<file path="config.mk">
export PLATFORM = sky130hd
export DESIGN_NAME = mmio_timer_flat
export DESIGN_NICKNAME = d
export VERILOG_FILES = /design/src/rtl/mmio_timer_if.sv /design/src/rtl/mmio_timer.sv /design/src/flat_wrapper.sv
export SDC_FILE = /design/constraint.sdc
export NUM_CORES = 1
export LEC_CHECK = 0
export CORE_ASPECT_RATIO = 0.7
export CORE_MARGIN = 2
export CORE_UTILIZATION = 52
export DETAILED_ROUTE_END_ITERATION = 8
export PLACE_DENSITY = 0.91
export SLEW_MARGIN = 10
export SYNTH_ARGS = -nofsm -noshare
export SYNTH_HDL_FRONTEND = slang
export SYNTH_SLANG_ARGS = --single-unit
</file>
<file path="constraint.sdc">
create_clock -name clk -period 2.7 [get_ports clk]
set_input_delay 0.54 -clock clk [delete_from_list [all_inputs] [get_ports clk]]
set_output_delay 0.54 -clock clk [all_outputs]
set_load 0.02 [all_outputs]
</file>
<file path="src/rtl/mmio_timer_if.sv">
// Bus interface of the MMIO timer: request, write data, read data and completion pulse.
// The master drives requests; the slave (the timer) returns read data and the ack.
interface mmio_timer_if;
  logic        rd_en_i;
  logic        wr_en_i;
  logic [31:0] addr_i;
  logic [31:0] data_i;
  logic [31:0] data_o;
  logic        ack_o;

  modport master (
    output rd_en_i,
    output wr_en_i,
    output addr_i,
    output data_i,
    input  data_o,
    input  ack_o
  );

  modport slave (
    input  rd_en_i,
    input  wr_en_i,
    input  addr_i,
    input  data_i,
    output data_o,
    output ack_o
  );
endinterface

</file>
<file path="src/rtl/mmio_timer.sv">
// Memory-mapped 32-bit up-counter with compare match, optional auto-reload
// and a level interrupt, exposed through a 16-byte register window.
module mmio_timer #(
  parameter logic [31:0] BASE_ADDR = 32'h0000_2000
) (
  input  logic         clk,
  input  logic         rst,
  mmio_timer_if.slave  bus,
  output logic         irq_o
);

  typedef enum logic [1:0] {
    REG_CTRL    = 2'd0,
    REG_COUNT   = 2'd1,
    REG_COMPARE = 2'd2,
    REG_STATUS  = 2'd3
  } reg_sel_t;

  logic [2:0]  ctrl_q;
  logic [31:0] count_q;
  logic [31:0] compare_q;
  logic        status_q;
  logic [31:0] data_q;
  logic        ack_q;

  logic        in_window;
  logic        accept;
  logic        do_write;
  logic        do_read;
  reg_sel_t    sel;
  logic        match;
  logic [31:0] read_value;

  assign in_window = (bus.addr_i[31:4] == BASE_ADDR[31:4]);
  assign accept    = in_window && (bus.rd_en_i || bus.wr_en_i);
  // A simultaneous read and write is treated as a write only.
  assign do_write  = accept && bus.wr_en_i;
  assign do_read   = accept && bus.rd_en_i && !bus.wr_en_i;
  assign sel       = reg_sel_t'(bus.addr_i[3:2]);
  assign match     = ctrl_q[0] && (count_q == compare_q);

  always_comb begin
    read_value = 32'd0;
    case (sel)
      REG_CTRL:    read_value = {29'd0, ctrl_q};
      REG_COUNT:   read_value = count_q;
      REG_COMPARE: read_value = compare_q;
      REG_STATUS:  read_value = {31'd0, status_q};
      default:     read_value = 32'd0;
    endcase
  end

  always_ff @(posedge clk) begin
    if (rst) begin
      ctrl_q    <= 3'd0;
      count_q   <= 32'd0;
      compare_q <= 32'hFFFF_FFFF;
      status_q  <= 1'b0;
      data_q    <= 32'd0;
      ack_q     <= 1'b0;
    end else begin
      ack_q <= accept;

      if (do_read) begin
        data_q <= read_value;
      end

      if (do_write && sel == REG_CTRL) begin
        ctrl_q <= bus.data_i[2:0];
      end

      if (do_write && sel == REG_COMPARE) begin
        compare_q <= bus.data_i;
      end

      // Bus write to COUNT overrides the counter's own update in the same cycle.
      if (do_write && sel == REG_COUNT) begin
        count_q <= bus.data_i;
      end else if (ctrl_q[0]) begin
        if (match && ctrl_q[1]) begin
          count_q <= 32'd0;
        end else begin
          count_q <= count_q + 32'd1;
        end
      end

      // A hardware match beats a same-cycle write-1-to-clear.
      if (match) begin
        status_q <= 1'b1;
      end else if (do_write && sel == REG_STATUS && bus.data_i[0]) begin
        status_q <= 1'b0;
      end
    end
  end

  // The pending ack is suppressed as soon as reset is asserted.
  assign bus.ack_o  = ack_q && !rst;
  assign bus.data_o = data_q;
  assign irq_o      = status_q && ctrl_q[2];

endmodule

</file>
<file path="src/flat_wrapper.sv">
// flat-port wrapper written by rule: the top's interface ports become plain ports
module mmio_timer_flat 
#(
  parameter logic [31:0] BASE_ADDR = 32'h0000_2000
)
  (clk, rst, irq_o, bus_rd_en_i, bus_wr_en_i, bus_addr_i, bus_data_i, bus_data_o, bus_ack_o);
  mmio_timer_if bus_i ();
  input  logic clk;
  input  logic rst;
  output logic irq_o;
  input wire logic [$bits(bus_i.rd_en_i)-1:0] bus_rd_en_i;
  input wire logic [$bits(bus_i.wr_en_i)-1:0] bus_wr_en_i;
  input wire logic [$bits(bus_i.addr_i)-1:0] bus_addr_i;
  input wire logic [$bits(bus_i.data_i)-1:0] bus_data_i;
  output wire logic [$bits(bus_i.data_o)-1:0] bus_data_o;
  output wire logic [$bits(bus_i.ack_o)-1:0] bus_ack_o;
  assign bus_i.rd_en_i = bus_rd_en_i;
  assign bus_i.wr_en_i = bus_wr_en_i;
  assign bus_i.addr_i = bus_addr_i;
  assign bus_i.data_i = bus_data_i;
  assign bus_data_o = bus_i.data_o;
  assign bus_ack_o = bus_i.ack_o;
  mmio_timer #(.BASE_ADDR(BASE_ADDR)) u_core (.clk(clk), .rst(rst), .bus(bus_i), .irq_o(irq_o));
endmodule
</file>
Word-level counts from Yosys, hierarchy flattened
Cells that the tools add are included.
Word-level totals
  register bits after elaboration: 101
  output and inout port bits: 34
Cells by class
  add/sub/neg operators: 1
  eq/ne operators: 5
  multiplexer cells: 6
  reduce and logical (&&, ||, !) cells: 19
Operators by type and width (number)
  $pmux W32 S4: 1
  $mux W32: 3
  $add A32 B1 Y32 const B: 1
  $eq A32 B32 Y1: 1
  $eq A28 B10 Y1 const B: 1
  $logic_and A1 B1 Y1: 13
  $eq A2 B2 Y1 const B: 2
  $reduce_bool A2 Y1: 2
  $eq A2 B1 Y1 const B: 1
  $logic_not A1 Y1: 2
  $logic_not A2 Y1: 1
  $mux W1: 2
  $logic_or A1 B1 Y1: 1

Logic depth before layout (Yosys ltp)
  depth in word-level cells: 7
  gate-level depth with buffers: 8

Least setup slack after synthesis
Ideal clock, no wire load.
  path type: input to register
  start point: in bus_addr_i[14]
  end point: reg u_core.count_q[15]
  data arrival time: 2130 ps
  data required time: 2573 ps
  setup slack: 443 ps
  cell stages on the path: 7
  buffers on the path: 1
  cell sequence: nor4_1 -> nand4_1 -> or4b_4 -> buf_6 -> nor2_4 -> a2111oi_0 -> or3_1
Between the ends
  cells in the longest elaborated chain, start to end: 5
  elaborated cells between the ends (all ways): 6
  classes of those cells: 1 x eq/ne; 1 x mux; 4 x reduce/logical
RTL lines
  start, declared: line flat_wrapper.sv:13  | input wire logic [$bits(bus_i.addr_i)-1:0] bus_addr_i;
  $eq A28 B10 Y1 *: line mmio_timer.sv:34  | assign in_window = (bus.addr_i[31:4] == BASE_ADDR[31:4]);
  $logic_and A1 B1 Y1 *: line mmio_timer.sv:35  | assign accept = in_window && (bus.rd_en_i || bus.wr_en_i);
  $logic_and A1 B1 Y1 *: line mmio_timer.sv:37  | assign do_write = accept && bus.wr_en_i;
  $logic_and A1 B1 Y1 *: line mmio_timer.sv:77  | if (do_write && sel == REG_COUNT) begin
  $mux W32 / $reduce_bool A2 Y1 (equally long branches)
  end signal, assigned: line mmio_timer.sv:78  | count_q <= bus.data_i;
  end signal, assigned: line mmio_timer.sv:83  | count_q <= count_q + 32'd1;
  end, declared: line mmio_timer.sv:20  | logic [31:0] count_q;
Every way passes the cells marked *; elsewhere a longest branch is shown, timed or not.
A chain may end at the register's enable or synchronous reset.

Worst setup path after layout
  start point: in bus_addr_i[30]
  end point: reg u_core.count_q[22]
Same word-level chain as after synthesis.

==> flow_summary.yaml <==
synth:
  ys_ff_latch: 101
  yosysWarnings: 0
  synthSimpleGateAreaFrac: 0.3221
  avgSynthCellArea_sq_um: 8.185
  mappedNetlistArea_sq_mm: 0.005288
  synth_compound_area_frac: 0.1339
  synth_nets: 715
  async_reset_ff_frac: 0
  synthMuxAreaShare: 0.01775
  synth-xor-area-share: 0.09276
  yosysSeqAreaShare: 0.3824
  synth.distinct_cells: 46
  synth-main-ff-cell: "dfxtp_1"
  synth_top_family_by_area: "simple AND/OR/NAND/NOR gates"
  synthAdderAreaFrac: 0.002366
  synth_edf_count: 0
  syn_inst: 646
timing:
  fin_setup_tns_ns: 0
  fin_crit_sh: 0.9836
  slew_headroom: 0.6717
  fmax_mhz: 376.5
  post-route-min-period_ns: 2.656
  fin_skew_ns: 0.008911
  setup_violations: 0
  hold_violations: 0
  tightest_slew_ns: 0.4890
  slew_violations: 0
outcome:
  outcome: "finished, final reports clean"
finish:
  area_delta_synth_final_pct: 28.70
  insertedDiodeCount: 0
  final_cell_mix: "104 x nand2_1, 101 x dfxtp_1, 98 x clkdlybuf4s50_1"
  nNetsFinal: 803
  drive_gt1_frac: 0.09066
  layout_commonest_cell: "nand2_1"
min_path:
  hold_path.class: "reg -> reg"
  whs_path_depth: 2
  holdPathEnd: "u_core.status_q"
  hp-start: "u_core.status_q"
global_routing:
  grt_pass1_vias: 4876
  grt_overflow: 0
  antenna_found_initial: 0
  gr-usage-all-layers: 0.2738
  grt_pass1_wl_um: 24320
  grt_max_degree: 111
power:
  comb_power_share: 0.081
  leakagePower_nw: 2.347
  switching_share: 0.2340
  fin_total_pwr_mw: 2.961
  power_frac_seq: 0.514
  ir_worst_vdd_mv: 0.3277
  p_per_area_mw_per_mm2: 435.1
  internal_power_mw: 2.268
  p_sw_uw: 692.8
  clockPowerShare: 0.405
cts:
  cts-root-buf: "clkbuf_16"
  cts_max_path_buffers: 2
  cts_inserted_buffers: 9
  clock_latency_ns: 0.35
  cts_tree: "done"
  clock_sinks: 101
  cts_hold_buf: 0
  htree_levels: 3
  path_clk_slew_ns: 0.07
setup_path:
  startpoint_type: "input port"
  crit_slowest_cell: "or4b_4"
  path_max_fanout: 5
  max_stage_delay_ns: 0.65
  cp.arrival_ns: 2.89
  crit_family: "simple AND/OR/NAND/NOR gates"
  reg2reg_depth: 8
  reg2reg_from: "u_core.count_q[24]"
  reg2reg_to: "u_core.count_q[11]"
  path_cells: "clkdlybuf4s50_1 > nor4b_2 > nand4_1 > or4b_4 > buf_12 > nor2_4 > nor3_1 > or3_1"
  worstSetupEndpointType: "register"
  regToRegSetupSlack_ns: 0.20
  timing.critical_path.buf_inv: 2
  critPathKind: "in -> reg"
  required_ns: 2.93
route:
  drcViolationCount: 0
  wl_met1_um: 6907
  wl_met2_um: 6843
  met3_length_um: 1206
  vias: 5174
  drtIter0Drc: 545
  drt-total-wl_um: 15100
  post_drt_wl_per_cell_um: 17.41
  highest-signal-layer: "met4"
  viasPerCell: 5.968
  first_pass_iters: 5
  ant_nets: 0
floorplan:
  initial_utilization: 0.5397
  pin_count: 102
  core_sq_mm: 0.009797
  die_w_um: 124.5
  dieArea_sq_mm: 0.01100
  core.rowCount: 30
  die_y_um: 88.37
placed_design:
  place_hpwl_um: 10790
  place.gp.congestion: 0.9010
  port_buffers: 99
run:
  drv_cap: 0
[per-stage QoR]
step	std cells	hold slack (ns)	setup WS [ns]	area, sq um	util
floorplan	646	0.4591	0.4427	5288	-
CTS	863	0.4992	0.03417	6738	0.6877
detailed placement	847	0.4897	-0.3273	6469	0.6603
global placement	847	0.4814	-0.1683	6469	0.6603
global route	867	0.5233	-0.04932	6805	0.6946
finish	867	0.4976	0.04421	6805	0.6946
[synthesized netlist by cell type (5+ instances only)]
| library cell | instances | area, sq um |
|---|---|---|
| a211oi_1 | 32 | 240.2 |
| a21oi_1 | 28 | 140.1 |
| a22oi_1 | 29 | 217.7 |
| and3_1 | 9 | 56.30 |
| and4_1 | 5 | 43.79 |
| buf_2 | 16 | 80.08 |
| clkbuf_1 | 33 | 123.9 |
| dfxtp_1 | 101 | 2022 |
| inv_1 | 7 | 26.28 |
| mux2i_1 | 6 | 60.06 |
| nand2_1 | 104 | 390.4 |
| nand3_1 | 35 | 175.2 |
| nand3b_1 | 33 | 247.7 |
| nand4_1 | 24 | 150.1 |
| nor2_1 | 48 | 180.2 |
| nor3_1 | 13 | 65.06 |
| nor4_1 | 9 | 56.30 |
| nor4b_1 | 5 | 43.79 |
| or3_1 | 9 | 56.30 |
| xnor2_1 | 48 | 420.4 |
| xor2_1 | 8 | 70.07 |
[final cells by class]
class,instances,area [sq um]
clock buffer,11,232.7
timing repair buffer,131,1306
clock inverter,5,36.28
multi-input combinational,484,3022
sequential,101,2022
inverter,7,26.28
tap,128,160.2
fill,770,2992
[registers in the layout (all words and copies together), names as in the netlist]
signal and cells:
u_core.ack_q 1, u_core.bus.data_o 32, u_core.ctrl_q 3, u_core.status_q 1, u_core.count_q 32, u_core.compare_q 32
[worst max path at each step]
stage | cells past startpoint | slack, ns | start | end
floorplan | 7 | 0.44 | bus_addr_i[14] | u_core.count_q[15]
global placement | 7 | -0.17 | bus_addr_i[6] | u_core.count_q[6]
detailed placement | 8 | -0.33 | bus_addr_i[5] | u_core.count_q[31]
CTS | 7 | 0.03 | bus_addr_i[5] | u_core.count_q[6]
global route | 8 | -0.05 | bus_addr_i[30] | u_core.count_q[22]
finish | 8 | 0.04 | bus_addr_i[30] | u_core.count_q[22]
[layer usage]
layer,vias to the layer above,track usage
met3,17,0.07013
met4,0,0.05618
li1,2483,-
met2,225,0.4600
met1,2449,0.3635
met5,-,0
[worst register-to-register path, stage by stage, from the launching register on]
cell	delay (ns)
dfxtp_1	0.38
xnor2_1	0.46
nand4_1	0.24
nor3_1	0.36
buf_4	0.19
nand4_1	0.19
buf_4	0.29
or4b_1	0.18
a31oi_1	0.09
[logic make-up (layout without fill, tap and decap cells)]
family          count (synthesis)  after routing
simple gates                  315            315
compound gates                104            104
flops                         101            101
buf+inv                        61            154
xor+xnor                       56             56
mux                             8              8
fa+ha+maj                       1              1
[power groups by stage]
stage	clock, mW	sequential [mW]	combinational, mW
after global placement	0	1.56	0.233
final	1.20	1.52	0.240
after detailed placement	0	1.56	0.238
after floorplan	0	1.54	0.111
after CTS	1.21	1.52	0.238
after global routing	1.26	1.53	0.257
[timing repair]
| item | CTS | global route |
|---|---|---|
| gates resized for setup | 0 | 2 |
| endpoints found under the setup margin | 0 | 5 |
| buffers inserted | 0 | 3 |
Note: power is estimated with default switching activity, not from simulation.
